<file path="src/rtl/interrupt_sequencer.sv">
// interrupt_sequencer: sequences the 6502 reset, NMI and IRQ entry cycles.
// While busy is high this block owns the address bus, rw, data_out, the
// stack-pointer decrement strobe and the PC load port. NMI is edge-triggered
// and unmaskable; IRQ is level-sensitive and masked by the I flag. NMI
// arriving during an IRQ push phase hijacks the vector fetch.
module interrupt_sequencer #(
  parameter logic [15:0] RESET_VECTOR = 16'hFFFC,
  parameter logic [15:0] NMI_VECTOR   = 16'hFFFA,
  parameter logic [15:0] IRQ_VECTOR   = 16'hFFFE,
  parameter logic [7:0]  STACK_PAGE   = 8'h01
) (
  input  logic        clk,
  input  logic        res,
  input  logic        rdy,
  input  logic        irq,
  input  logic        nmi,
  input  logic        instr_boundary,
  input  logic [6:0]  psr_in,
  input  logic [7:0]  sp_in,
  input  logic [15:0] pc_in,
  input  logic [7:0]  data_in,
  output logic        busy,
  output logic [15:0] address,
  output logic        rw,
  output logic [7:0]  data_out,
  output logic        sp_dec,
  output logic        pc_load,
  output logic [15:0] pc_load_value,
  output logic        set_i_flag,
  output logic [1:0]  vector_id
);

  typedef enum logic [3:0] {
    S_RST_HOLD,
    S_RST_VL,
    S_RST_VH,
    S_IDLE,
    S_PUSH_PCH,
    S_PUSH_PCL,
    S_PUSH_P,
    S_VEC_L,
    S_VEC_H,
    S_LOAD_PC
  } state_t;

  localparam logic [1:0] VID_NONE  = 2'b00;
  localparam logic [1:0] VID_RESET = 2'b01;
  localparam logic [1:0] VID_NMI   = 2'b10;
  localparam logic [1:0] VID_IRQ   = 2'b11;

  state_t      state;
  logic [15:0] pc_saved;
  logic [7:0]  vec_lo;
  logic [7:0]  vec_hi;
  logic [1:0]  vid_q;
  logic        nmi_prev;
  logic        nmi_pending;

  logic        nmi_edge;
  logic        take;
  logic        nmi_clear;
  logic [15:0] vector_base;

  logic        rw_raw;
  logic        sp_dec_raw;
  logic        pc_load_raw;
  logic        set_i_raw;

  // The B bit of the live status register never reaches the stack image.
  logic        unused_b_flag;
  assign unused_b_flag = psr_in[4];

  assign nmi_edge    = nmi & ~nmi_prev;
  assign take        = instr_boundary & (nmi_pending | (irq & ~psr_in[2]));
  assign nmi_clear   = rdy & (state == S_PUSH_P) & nmi_pending;
  assign vector_base = (vid_q == VID_NMI) ? NMI_VECTOR : IRQ_VECTOR;

  // NMI edge detector; runs every cycle regardless of rdy so no edge is lost.
  always_ff @(posedge clk) begin
    // NOTE: sequential state uses non-blocking assignments so every flop
    // samples pre-edge values and simulation matches the synthesized netlist.
    nmi_prev <= nmi;
    if (res)
      nmi_pending <= 1'b0;
    else if (nmi_edge)
      nmi_pending <= 1'b1;   // a coincident edge beats the clear
    else if (nmi_clear)
      nmi_pending <= 1'b0;
  end

  // Sequencer state, captured vector bytes, saved PC and vector identity.
  always_ff @(posedge clk) begin
    if (res) begin
      state  <= S_RST_HOLD;
      vid_q  <= VID_NONE;
      vec_lo <= 8'h00;
      vec_hi <= 8'h00;
    end else if (rdy) begin
      case (state)
        S_RST_HOLD: begin
          state <= S_RST_VL;
          vid_q <= VID_RESET;
        end
        S_RST_VL: begin
          vec_lo <= data_in;
          state  <= S_RST_VH;
        end
        S_RST_VH: begin
          vec_hi <= data_in;
          state  <= S_LOAD_PC;
        end
        S_IDLE: begin
          if (take) begin
            // NOTE: pc_saved is pure datapath; it is always written before
            // being read, so it carries no reset.
            pc_saved <= pc_in;
            vid_q    <= nmi_pending ? VID_NMI : VID_IRQ;
            state    <= S_PUSH_PCH;
          end
        end
        S_PUSH_PCH: state <= S_PUSH_PCL;
        S_PUSH_PCL: state <= S_PUSH_P;
        S_PUSH_P: begin
          // Final vector choice: a pending NMI hijacks an IRQ sequence.
          vid_q <= nmi_pending ? VID_NMI : VID_IRQ;
          state <= S_VEC_L;
        end
        S_VEC_L: begin
          vec_lo <= data_in;
          state  <= S_VEC_H;
        end
        S_VEC_H: begin
          vec_hi <= data_in;
          state  <= S_LOAD_PC;
        end
        S_LOAD_PC: begin
          vid_q <= VID_NONE;
          state <= S_IDLE;
        end
        default: state <= S_RST_HOLD;
      endcase
    end
  end

  // Moore decode of bus and strobe outputs from the current state.
  always_comb begin
    // NOTE: every output gets a default first so no path infers a latch.
    busy          = 1'b1;
    address       = 16'h0000;
    rw_raw        = 1'b1;
    data_out      = 8'h00;
    sp_dec_raw    = 1'b0;
    pc_load_raw   = 1'b0;
    set_i_raw     = 1'b0;
    pc_load_value = 16'h0000;
    case (state)
      S_RST_HOLD: ;
      S_RST_VL:   address = RESET_VECTOR;
      S_RST_VH: begin
        address   = RESET_VECTOR + 16'd1;
        set_i_raw = 1'b1;
      end
      S_IDLE:     busy = 1'b0;
      S_PUSH_PCH: begin
        address    = {STACK_PAGE, sp_in};
        rw_raw     = 1'b0;
        sp_dec_raw = 1'b1;
        data_out   = pc_saved[15:8];
      end
      S_PUSH_PCL: begin
        address    = {STACK_PAGE, sp_in};
        rw_raw     = 1'b0;
        sp_dec_raw = 1'b1;
        data_out   = pc_saved[7:0];
      end
      S_PUSH_P: begin
        address    = {STACK_PAGE, sp_in};
        rw_raw     = 1'b0;
        sp_dec_raw = 1'b1;
        data_out   = {psr_in[6:5], 1'b1, 1'b0, psr_in[3:0]};
      end
      S_VEC_L: begin
        address   = vector_base;
        set_i_raw = 1'b1;
      end
      S_VEC_H:    address = vector_base + 16'd1;
      S_LOAD_PC: begin
        pc_load_raw   = 1'b1;
        pc_load_value = {vec_hi, vec_lo};
      end
      default: ;
    endcase
  end

  // A frozen cycle must not write, move the stack or touch PC / I flag.
  assign rw         = rw_raw | ~rdy;
  assign sp_dec     = sp_dec_raw & rdy;
  assign pc_load    = pc_load_raw & rdy;
  assign set_i_flag = set_i_raw & rdy;
  assign vector_id  = vid_q;

endmodule

</file>
<file path="config.mk">
export PLATFORM = sky130hd
export DESIGN_NAME = interrupt_sequencer
export DESIGN_NICKNAME = d
export VERILOG_FILES = /design/src/rtl/interrupt_sequencer.sv
export SDC_FILE = /design/constraint.sdc
export NUM_CORES = 1
export LEC_CHECK = 0
export BUFFER_PORTS_ARGS = -buffer_cell sky130_fd_sc_hd__clkbuf_2
export CAP_MARGIN = 20
export CORE_AREA = 2 2 77 79
export DETAILED_ROUTE_END_ITERATION = 6
export DIE_AREA = 0 0 79 81
export GPL_TIMING_DRIVEN = 1
export PLACE_DENSITY = 0.64
export SKIP_LAST_GASP = 1
export SYNTH_ARGS = -nofsm -noshare
export SYNTH_HDL_FRONTEND = slang
export SYNTH_SLANG_ARGS = --single-unit
export TNS_END_PERCENT = 5
</file>
<file path="constraint.sdc">
create_clock -name clk -period 2.45 [get_ports clk]
set_input_delay 0.245 -clock clk [delete_from_list [all_inputs] [get_ports clk]]
set_output_delay 0.245 -clock clk [all_outputs]
set_load 0.01 [all_outputs]
</file>
# ---- Word-level counts from Yosys, hierarchy flattened
# Index checks and enable logic that the tools add are counted.
dict set report word_totals {
  register_bits 40
  latchBits 0
  ramBits 0
  romBits 0
  input_bits 45
  n_memories 0
}
dict set report op_classes {
  n_addsub 1
  multipliers 0
  div_mod_pow 0
  n_lt_le_gt_ge 0
  n_eq_ne 11
  n_shift 0
  mux 16
  n_bitwise 14
  n_reduce_logical 12
}
# cell count
set op_table {}
lappend op_table {{$pmux W16 S5} 1}
lappend op_table {{$pmux W4 S9} 1}
lappend op_table {{$pmux W8 S3} 1}
lappend op_table {{$eq A4 B3 Y1 const B} 4}
lappend op_table {{$mux W16} 1}
lappend op_table {{$and A1 B1 Y1} 8}
lappend op_table {{$eq A4 B2 Y1 const B} 2}
lappend op_table {{$eq A4 B4 Y1 const B} 2}
lappend op_table {{$mux W1} 8}
lappend op_table {{$pmux W2 S4} 1}
lappend op_table {{$reduce_and A2 Y1} 3}
lappend op_table {{$reduce_or A2 Y1} 3}
lappend op_table {{$add A4 B2 Y5 const B} 1}
lappend op_table {{$eq A4 B1 Y1 const B} 1}
lappend op_table {{$logic_not A4 Y1} 1}
lappend op_table {{$mux W4} 1}
lappend op_table {{$not A1 Y1} 4}
lappend op_table {{$reduce_and A4 Y1} 1}
lappend op_table {{$reduce_bool A4 Y1} 1}
lappend op_table {{$mux W3} 1}
lappend op_table {{$reduce_and A3 Y1} 1}
lappend op_table {{$reduce_or A3 Y1} 1}
lappend op_table {{$eq A2 B2 Y1 const B} 1}
lappend op_table {{$mux W2} 1}
lappend op_table {{other kinds (3)} 4}

# ---- Longest topological paths before layout
# Gate-level depths: netlist of run 1.
dict set report logic_depth {
  depth_word 6
  depth_mapped 6
  ltp_nobuf 4
}

# ---- Worst setup path before layout of run 1
# Ideal clock, no wire load.
dict set report synth_path {
  path_type {register to register}
  start {reg state[3]}
  end {reg pc_saved[0], enable pin}
  setup_time_ns 0.388
  arrival_ns 1.854
  required_time_ns 2.062
  slack_ns 0.207
  stages_incl_launch_ff 6
  path_buffers 1
  synth_period_minus_slack_ns 2.243
  cell_sequence {dfxtp_1 -> buf_2 -> nor2b_1 -> nand2b_1 -> or2_2 -> nor2_1}
}
dict set report synth_between {
  elab_chain_len 2
}
# element line_no
set synth_lines {}
lappend synth_lines {{start: declaration} 51} ;# state_t state;
lappend synth_lines {{start signal: assignment} 94} ;# state <= S_RST_HOLD;
lappend synth_lines {{start signal: assignment} 101} ;# state <= S_RST_VL;
lappend synth_lines {{start signal: assignment} 106} ;# state <= S_RST_VH;
lappend synth_lines {{$eq A4 B2 Y1} 99} ;# case (state)
lappend synth_lines {{$reduce_and A4 Y1 (no line)} -}
lappend synth_lines {{end signal: assignment} 116} ;# pc_saved <= pc_in;
lappend synth_lines {{end: declaration} 52} ;# logic [15:0] pc_saved;
# No other way between the ends.
# A chain may end at the register's enable or synchronous reset.

# ---- Worst setup path after layout of run 1
dict set report layout_path {
  start {reg state[0]}
  end {out address[7]}
}
dict set report layout_between {
  elab_chain_len 3
  elab_cells_between_ends 9
}
# element line_no
set layout_lines {}
lappend layout_lines {{$eq A4 B3 Y1} 156} ;# case (state)
lappend layout_lines {{$reduce_or A3 Y1 (no line)} -}
lappend layout_lines {{$pmux W16 S5 *} 156}
lappend layout_lines {{end: declaration} 23} ;# output logic [15:0] address,
# Mark *: on every way between the ends. The rest lies on a longest branch, timed or not.

==> reports/qor.csv, run 1 <==
stage,metric,value,unit
run_status,status,"complete, no violations",
die,dieArea,6400,µm²
synthesis,ys_top_cells_by_count,"37 x nor2_1, 24 x dfxtp_1, 24 x mux2i_1",
synthesis,synth_top_flop_cell,dfxtp_1,
clocking,cts_resized,0,
layout,post-route-util,46.9,%
clocking,cts_inserted_buffers,5,
die,pin_count,92,
die,die_w,79,µm
route,drt_iter0_drc,60,
timing,tns,0,ps
job,max-cap-violations,0,
timing,max_slew_margin,62.2,%
layout,fillers,586,
timing,slew_violations,0,
synthesis,synth_edf_count,16,
timing,setup_viol,0,
worst_setup_path,crit_slowest_cell,dfxtp_1,
clocking,insertion_delay,290,ps
clocking,post_cts_buffers,0,
clocking,clock_sink_count,40,
grt,grtUsageTotal,15.1,%
timing,layout_min_cycle_time,2200,ps
placement,port_buffers,90,
layout,drive_gt1_share,37.8,%
synthesis,yosysMostFrequentCell,nor2_1,
timing,fin_ws,246,ps
pwr,p_leak,1.22,nW
placement,placed_area,2550,µm²
synthesis,syn_avg_cell_area,9.62,µm²
clocking,clk_path_buf_depth,2,
route,drc,0,
synthesis,synthArstFlopShare,0,%
synthesis,synth-seq-cells,40,
worst_setup_path,cp-end-kind,output port,
die,rows,28,
timing,tightest_slew,566,ps
grt,first_global_vias,1638,
synthesis,synth_top_area_cell,dfxtp_1,
synthesis,ys_types,46,
clocking,cts_tree,done,
timing,max_freq,454,MHz
worst_hold_path,min_path_type,primary input to flop,
worst_setup_path,crit_fanout,12,
layout,fin_nets,343,
timing,hold_viol_final,0,
layout,stdcell_area,2660,µm²
worst_setup_path,cp-start-kind,flop,
placement,hpwlAfterDp,3510,µm
clocking,cts_root_buf,clkbuf_8,
layout,antenna_cells,0,
pwr,p_per_area,613,nW/µm²
worst_setup_path,critPathLaunch,state[0],
die,initial_utilization,36.6,%
worst_hold_path,hp-start,nmi,
synthesis,synth_area,2080,µm²
worst_setup_path,crit_type,flop to output port,
grt,grt-ovfl-total,0,
synthesis,synth_area_leaders,"dfxtp_1 23%, edfxtp_1 23%, mux2i_1 12%",
grt,grt_max_degree,26,
route,first_pass_iters,4,
synthesis,syn_nets,261,
timing,min_period_over_period,90.0,%
synthesis,synth_cells,216,
placement,dp_slack,381,ps
clocking,ctsHoldBuffers,0,
worst_setup_path,reg2reg_from,state[3],
layout,syn_to_final_growth,28.0,%
worst_setup_path,path_cells,xor2_1 > mux2_1 > o21ai_2 > o21a_1 > clkbuf_2,
worst_setup_path,cpPeakStageDelay,490,ps
worst_setup_path,cp.required,2200,ps
route,via_count,1810,
die,fp.dieH,81,µm
route,vias_per_cell,4.84,
clocking,htree_levels,2,
route,totalWireLength,4760,µm
grt,antenna_found_initial,0,
route,wl_per_cell,12.7,µm
clocking,clkTransAtPathRegs,80,ps
placement,gp_congestion,0.779,
synthesis,synth_warnings,0,
route,ant_nets,0,
die,core-area,5680,µm²
worst_setup_path,critPathArrivalTime,1960,ps
timing,clock_skew,5.37,ps
synthesis,yosysTopAreaCellShare,23.1,%
synthesis,ys_seq_area_share,46.2,%
timing,rsz0062_at_grt,no,
pwr,peakVddDrop,0.282,mV
grt,grt_first_pass_wirelength,7610,µm
[per-layer routing]
metal | routed length (µm) | track usage (%)
met1 | 2060 | 19.4
met2 | 2470 | 25.5
met3 | 159 | 2.89
met4 | 66 | 5.17
met5 | 0 | 0
[stage by stage]
step                power, mW  hold WS (ps)  instances
finish                   1.63          80.5        374
global route             1.71          69.2        374
CTS                      1.66          66.6        374
detailed placement       1.12           377        366
global placement         1.11           380        366
floorplan                1.02           273        216
[cells in the final DEF (no fill, tap or decap), types with 3 or more instances in the layout]
| cell | count |
|---|---|
| clkbuf_2 | 90 |
| nor2_1 | 37 |
| mux2i_1 | 24 |
| dfxtp_1 | 23 |
| and2_1 | 19 |
| edfxtp_1 | 16 |
| a21oi_1 | 10 |
| nand2_1 | 7 |
| nor2b_1 | 6 |
| buf_4 | 6 |
| nand2b_1 | 5 |
| o21a_1 | 5 |
| clkbuf_8 | 5 |
| inv_1 | 4 |
| o21ai_0 | 3 |
| xor2_1 | 3 |
| nor3_1 | 3 |
[sequential cells by signal, indices dropped and copies added (netlist names)]
name and count:
vec_hi 8, vec_lo 8, nmi_pending 1, pc_saved 16, state 4, vector_id 2
nmi_prev 1
[critical path: cells and delay by family (launching register included)]
family	cells	cell delay, ps
AOI/OAI and AO/OA	2	520
muxes	1	340
buffers and inverters	1	120
xor gates and xnor gates	1	190
DFF	1	490
[power by group]
part	switching (mW)	internal, mW
logic	0.203	0.162
clock network	0.232	0.302
registers	0.0180	0.715
[area by class of cell]
type                            count  area (µm²)  share of cell area, %
Clock buffer                        6        72.6                   2.73
Clock inverter                      2        35.0                   1.32
Inverter                            4        15.0                  0.564
Multi-Input combinational cell    151         986                   37.1
Sequential cell                    40         962                   36.2
Tap cell                           75        93.8                   3.53
Timing Repair Buffer               96         495                   18.6
[path summary, 6_finish.rpt]
kind | slack [ps] | endpoint | cells past startpoint
worst max-delay path | 250 | address[7] | 5
worst min-delay path | 80 | nmi_prev | 1
worst min register to register | 490 | vec_lo[3] | 2
worst max register to register | 620 | pc_saved[14] | 5
[logic make-up (layout without fill, tap and decap cells)]
logic type	Yosys count	in the layout	share of synthesized area, %
and+or+nand+nor	86	86	21.3
muxes	25	25	12.1
AOI/OAI and AO/OA	37	37	12.5
xor gates and xnor gates	3	3	1.26
buffers and inverters	25	108	6.62
DFF	40	40	46.2
No activity file was read; power rests on OpenSTA's default activity.
==> inputs of run 2 (changes only) <==
Clock period 2.45 ns to 2.75 ns, I/O delays scaled along.
==> reports/qor.csv, run 2 (synthesis results as in run 1) <==
stage,metric,value,unit
route,wl_per_cell,12.8,µm
placement,hpwlAfterDp,3510,µm
layout,regArea,961,µm²
grt,grt_first_pass_wirelength,7460,µm
grt,antenna_found_initial,0,
timing,rsz0062_at_grt,no,
placement,gp_congestion,0.760,
pwr,peakVddDrop,0.268,mV
layout,mostFrequentLayoutCells,"90 x clkbuf_2, 37 x nor2_1, 24 x mux2i_1, 24 x dfxtp_1, 19 x and2_1",
route,drc,0,
grt,top_usage_layer,met2,
route,ant_nets,0,
timing,max_freq,409,MHz
grt,met3_usage,3.56,%
route,totalWireLength,4810,µm
grt,gr-usage-met1,18.9,%
worst_setup_path,cp-start-kind,flop,
grt,first_global_vias,1555,
layout,stdcell_area,2640,µm²
layout,antenna_cells,0,
worst_setup_path,crit_fanout,14,
layout,final_common_cell,clkbuf_2,
die,core-area,5680,µm²
timing,tns,0,ps
timing,setup_viol,0,
placement,port_buffers,90,
worst_setup_path,critPathArrivalTime,2170,ps
worst_hold_path,min_path_type,primary input to flop,
layout,fillers,583,
worst_setup_path,crit_type,flop to output port,
grt,met2_usage,25.1,%
route,via_count,1797,
clocking,cts_tree,done,
clocking,clk_path_buf_depth,2,
clocking,cts_inserted_buffers,5,
worst_setup_path,cp-end-kind,output port,
layout,multi_input_area,986,µm²
clocking,cts_resized,0,
timing,hold_viol_final,0,
die,dieArea,6400,µm²
grt,grt_max_degree,25,
die,pin_count,92,
pwr,p_leak,1.21,nW
die,fp.dieH,81,µm
timing,layout_min_cycle_time,2450,ps
clocking,ctsHoldBuffers,0,
clocking,clkTransAtPathRegs,80,ps
timing,clock_skew,4.13,ps
timing,tightest_slew,553,ps
pwr,p_per_area,516,nW/µm²
die,die_w,79,µm
route,drt_iter0_drc,146,
grt,grtUsageTotal,15.0,%
placement,placed_area,2550,µm²
clocking,insertion_delay,290,ps
layout,fin_nets,343,
layout,syn_to_final_growth,26.8,%
layout,drive_gt1_share,37.1,%
layout,largest_reg_flops,16,
layout,largestRegisters,"pc_saved: 16 flops, vec_hi: 8 flops, vec_lo: 8 flops",
clocking,post_cts_buffers,0,
route,first_pass_iters,4,
layout,largest_register,pc_saved,
run_status,status,"complete, no violations",
route,vias_per_cell,4.80,
timing,max_slew_margin,63.0,%
timing,slew_violations,0,
die,rows,28,
clocking,htree_levels,2,
timing,min_period_over_period,88.9,%
job,max-cap-violations,0,
grt,grt-ovfl-total,0,
clocking,cts_root_buf,clkbuf_8,
clocking,clock_sink_count,40,
die,initial_utilization,36.6,%
worst_setup_path,cp.required,2480,ps
run 2: cell count changes in the layout (fill, tap and decap cells not counted):
| cell | previous run | this run |
|---|---|---|
| bufinv_16 | 1 | 0 |
| dfxtp_1 | 23 | 24 |
| clkinvlp_4 | 0 | 1 |
| clkinv_1 | 0 | 1 |
| clkinv_2 | 1 | 0 |
| dfxtp_2 | 1 | 0 |
run 2: report_power, final:
group | internal [mW] | total (mW) | switching (mW)
clock network | 0.176 | 0.382 | 0.206
registers | 0.637 | 0.659 | 0.0224
logic | 0.144 | 0.319 | 0.175
total | 0.957 | 1.36 | 0.403
run 2: worst max-delay path, cell delays in order, from the launching register on:
cell and delay (ps):
dfxtp_1 640, xor2_1 220, mux2_1 350, o21ai_2 380, o21a_1 170, clkbuf_2 130
run 2: layout make-up:
type                            count  share of cell area [%]
Sequential cell                    40                    36.5
Clock buffer                        6                    2.75
Multi-Input combinational cell    151                    37.4
Clock inverter                      2                   0.427
Inverter                            4                   0.570
Tap cell                           75                    3.56
Timing Repair Buffer               96                    18.8
run 2: final timing paths:
| path | from | to | slack, ps | depth (start not counted) |
|---|---|---|---|---|
| worst max-delay path | state[2] | address[5] | 300 | 5 |
| worst min register to register | nmi_prev | nmi_pending | 480 | 2 |
| worst min-delay path | nmi | nmi_prev | 110 | 1 |
| worst max register to register | state[1] | pc_saved[9] | 670 | 5 |
run 2: stage by stage:
step | hold WS [ps] | power [mW] | std cells | setup slack, ps | util [%]
6_report | 112 | 1.36 | 374 | 304 | 46.4
5_1_grt | 105 | 1.43 | 374 | 145 | 46.4
4_1_cts | 101 | 1.38 | 374 | 281 | 46.4
3_5_place_dp | 405 | 0.995 | 366 | 603 | 45.0
3_3_place_gp | 409 | 0.989 | 366 | 642 | 45.0
2_1_floorplan | 303 | 0.906 | 216 | 507 | -
run 2: per-layer routing:
layer | vias to the layer above | wire length [µm]
met5 | - | 0
met4 | 0 | 74
met3 | 6 | 205
met2 | 45 | 2440
met1 | 839 | 2090
li1 | 907 | -
==> inputs of run 3 (changes only) <==
Settings changed: ABC_AREA set to 1, CORE_AREA 2 2 77 79 to 2 2 74 76, DIE_AREA 0 0 79 81 to 0 0 76 78, PLACE_DENSITY 0.64 to 0.65.
==> reports/qor.csv, run 3 <==
stage,metric,value,unit
synthesis,synth_cells,245,
synthesis,ys_seq_area_share,50.5,%
synthesis,synth_edf_count,16,
clocking,htree_levels,2,
timing,clock_skew,5.67,ps
die,dieArea,5930,µm²
pwr,peakVddDrop,0.424,mV
layout,largestRegisters,"pc_saved: 16 flops, vec_hi: 8 flops, vec_lo: 8 flops",
worst_setup_path,crit_slowest_cell,dfxtp_1,
worst_setup_path,cp-start-kind,flop,
pwr,p_per_area,511,nW/µm²
route,first_pass_iters,4,
route,ant_nets,0,
worst_setup_path,cp-end-kind,output port,
timing,max_slew_margin,70.7,%
pwr,p_switching,0.299,mW
clocking,ctsHoldBuffers,0,
layout,regArea,961,µm²
synthesis,synth_top_area_cell,dfxtp_1,
timing,layout_min_cycle_time,2050,ps
synthesis,synth_warnings,0,
synthesis,yosysMostFrequentCell,nand2_1,
synthesis,synthArstFlopShare,0,%
clocking,insertion_delay,290,ps
route,drc,0,
synthesis,ys_top_cells_by_count,"54 x nand2_1, 34 x inv_1, 30 x nor2_1",
clocking,cts_inserted_buffers,5,
worst_setup_path,critical-path-top-delay-family,simple AND/OR/NAND/NOR gates,
timing,whs,111,ps
synthesis,syn_nets,290,
pwr,seqPwrFrac,50.5,%
grt,grt-ovfl-total,0,
route,totalWireLength,4450,µm
die,die_w,76,µm
layout,syn_to_final_growth,30.4,%
worst_setup_path,critPathLaunch,state[0],
die,initial_utilization,37.8,%
grt,grt_max_degree,19,
route,vias_per_cell,4.56,
synthesis,syn_avg_cell_area,7.77,µm²
worst_setup_path,reg2reg_from,state[0],
pwr,power.share.combinational,13.0,%
layout,fillers,515,
worst_hold_path,hp-start,nmi,
worst_hold_path,min_path_type,primary input to flop,
worst_setup_path,cpPeakStageDelay,370,ps
timing,max_freq,488,MHz
job,max-cap-violations,0,
layout,final_common_cell,clkbuf_2,
worst_setup_path,cp.required,2480,ps
pwr,p_leak,1.17,nW
layout,fin_nets,377,
pwr,intPower,0.971,mW
die,fp.dieH,78,µm
layout,drive_gt1_share,32.7,%
run_status,status,"complete, no violations",
route,wl_per_cell,11.0,µm
placement,hpwlAfterDp,3430,µm
layout,post-route-util,49.3,%
grt,first_global_vias,1693,
placement,port_buffers,90,
die,core-area,5040,µm²
timing,tightest_slew,437,ps
clocking,cts_tree,done,
grt,antenna_found_initial,0,
worst_setup_path,path_buf_inv,2,
timing,tns,0,ps
die,rows,26,
layout,largest_register,pc_saved,
timing,hold_viol_final,0,
synthesis,ys_types,24,
synthesis,synth_area,1900,µm²
pwr,power.clock.fraction,36.4,%
placement,gp_congestion,0.885,
layout,antenna_cells,0,
worst_setup_path,path_cells,nor2_1 > nand3_1 > nand2_2 > nor2_1 > inv_1 > o21a_1 > clkbuf_2,
timing,rsz0062_at_grt,no,
die,pin_count,92,
synthesis,synth-seq-cells,40,
timing,min_period_over_period,74.6,%
clocking,cts_root_buf,clkbuf_8,
worst_setup_path,critPathArrivalTime,1780,ps
worst_setup_path,crit_fanout,12,
layout,multi_input_area,734,µm²
clocking,cts_resized,0,
layout,largest_reg_flops,16,
grt,grtUsageTotal,15.9,%
clocking,clock_sink_count,40,
clocking,clk_path_buf_depth,2,
grt,grt_first_pass_wirelength,7580,µm
pwr,swShare,23.5,%
worst_setup_path,crit_type,flop to output port,
route,via_count,1836,
synthesis,synth_area_leaders,"dfxtp_1 25%, edfxtp_1 25%, nand2_1 11%",
worst_setup_path,worst_path_most_repeated_cell,nor2_1,
timing,setup_viol,0,
timing,slew_violations,0,
synthesis,synth_top_flop_cell,dfxtp_1,
synthesis,yosysTopAreaCellShare,25.2,%
clocking,clkTransAtPathRegs,70,ps
clocking,post_cts_buffers,0,
layout,mostFrequentLayoutCells,"90 x clkbuf_2, 54 x nand2_1, 34 x inv_1",
route,drt_iter0_drc,93,
-- run 3: changes by cell type after synthesis, sizes merged, moves of 4 or more --
cell    change
nand2b      -5
nand3       +7
and2       -19
buf         -8
inv        +32
mux2i      -24
o21ai      +17
nor2b       -6
nand2      +51
nor2        -7
nor3        -4
a21oi      +17
-- run 3: metrics by stage --
step                      instances  instance area (µm²)  total power, mW  worst slack [ps]
after global placement          395                 2380            0.820               999
after CTS                       403                 2480             1.28               684
after global routing            403                 2480             1.33               465
after floorplan                 245                 1900            0.763              10.3
final                           403                 2480             1.27               700
after detailed placement        395                 2380            0.822              1000
-- run 3: cell type report --
cell class,count,share of cell area [%]
clock buffer,6,2.92
sequential,40,38.7
clock inverter,2,1.41
tap,70,3.53
timing repair buffer,91,18.4
inverter,36,5.44
multi-input combinational,158,29.6
-- run 3: worst paths after layout --
path | end | depth (start not counted) | slack, ps
max | address[7] | 7 | 700
min | nmi_prev | 1 | 110
max reg2reg | vec_hi[0] | 6 | 1240
min reg2reg | vec_lo[5] | 2 | 450
-- run 3: cells by family (layout without fill, tap and decap cells) --
group	after synthesis	count (layout)	synth area share, %
buffers and inverters	47	135	11.3
DFF	40	40	50.5
and+or+nand+nor	102	102	22.1
AOI/OAI and AO/OA	56	56	16.1
-- run 3: metal layers --
metal / track usage, % / wire (µm) / vias to the layer above / part of all wire, %
met5: 0 / 0 / - / 0
met4: 5.45 / 59 / 0 / 1.3
met3: 4.77 / 378 / 5 / 8.5
met2: 26.6 / 2040 / 77 / 46
met1: 19.6 / 1970 / 799 / 44
li1: - / - / 955 / -
-- run 3: power by group through the flow --
stage	logic (mW)	registers (mW)	clock network [mW]
4_1_cts	0.168	0.642	0.475
3_3_place_gp	0.165	0.655	0
3_5_place_dp	0.167	0.655	0
6_report	0.166	0.642	0.462
5_1_grt	0.189	0.643	0.498
2_1_floorplan	0.109	0.654	0
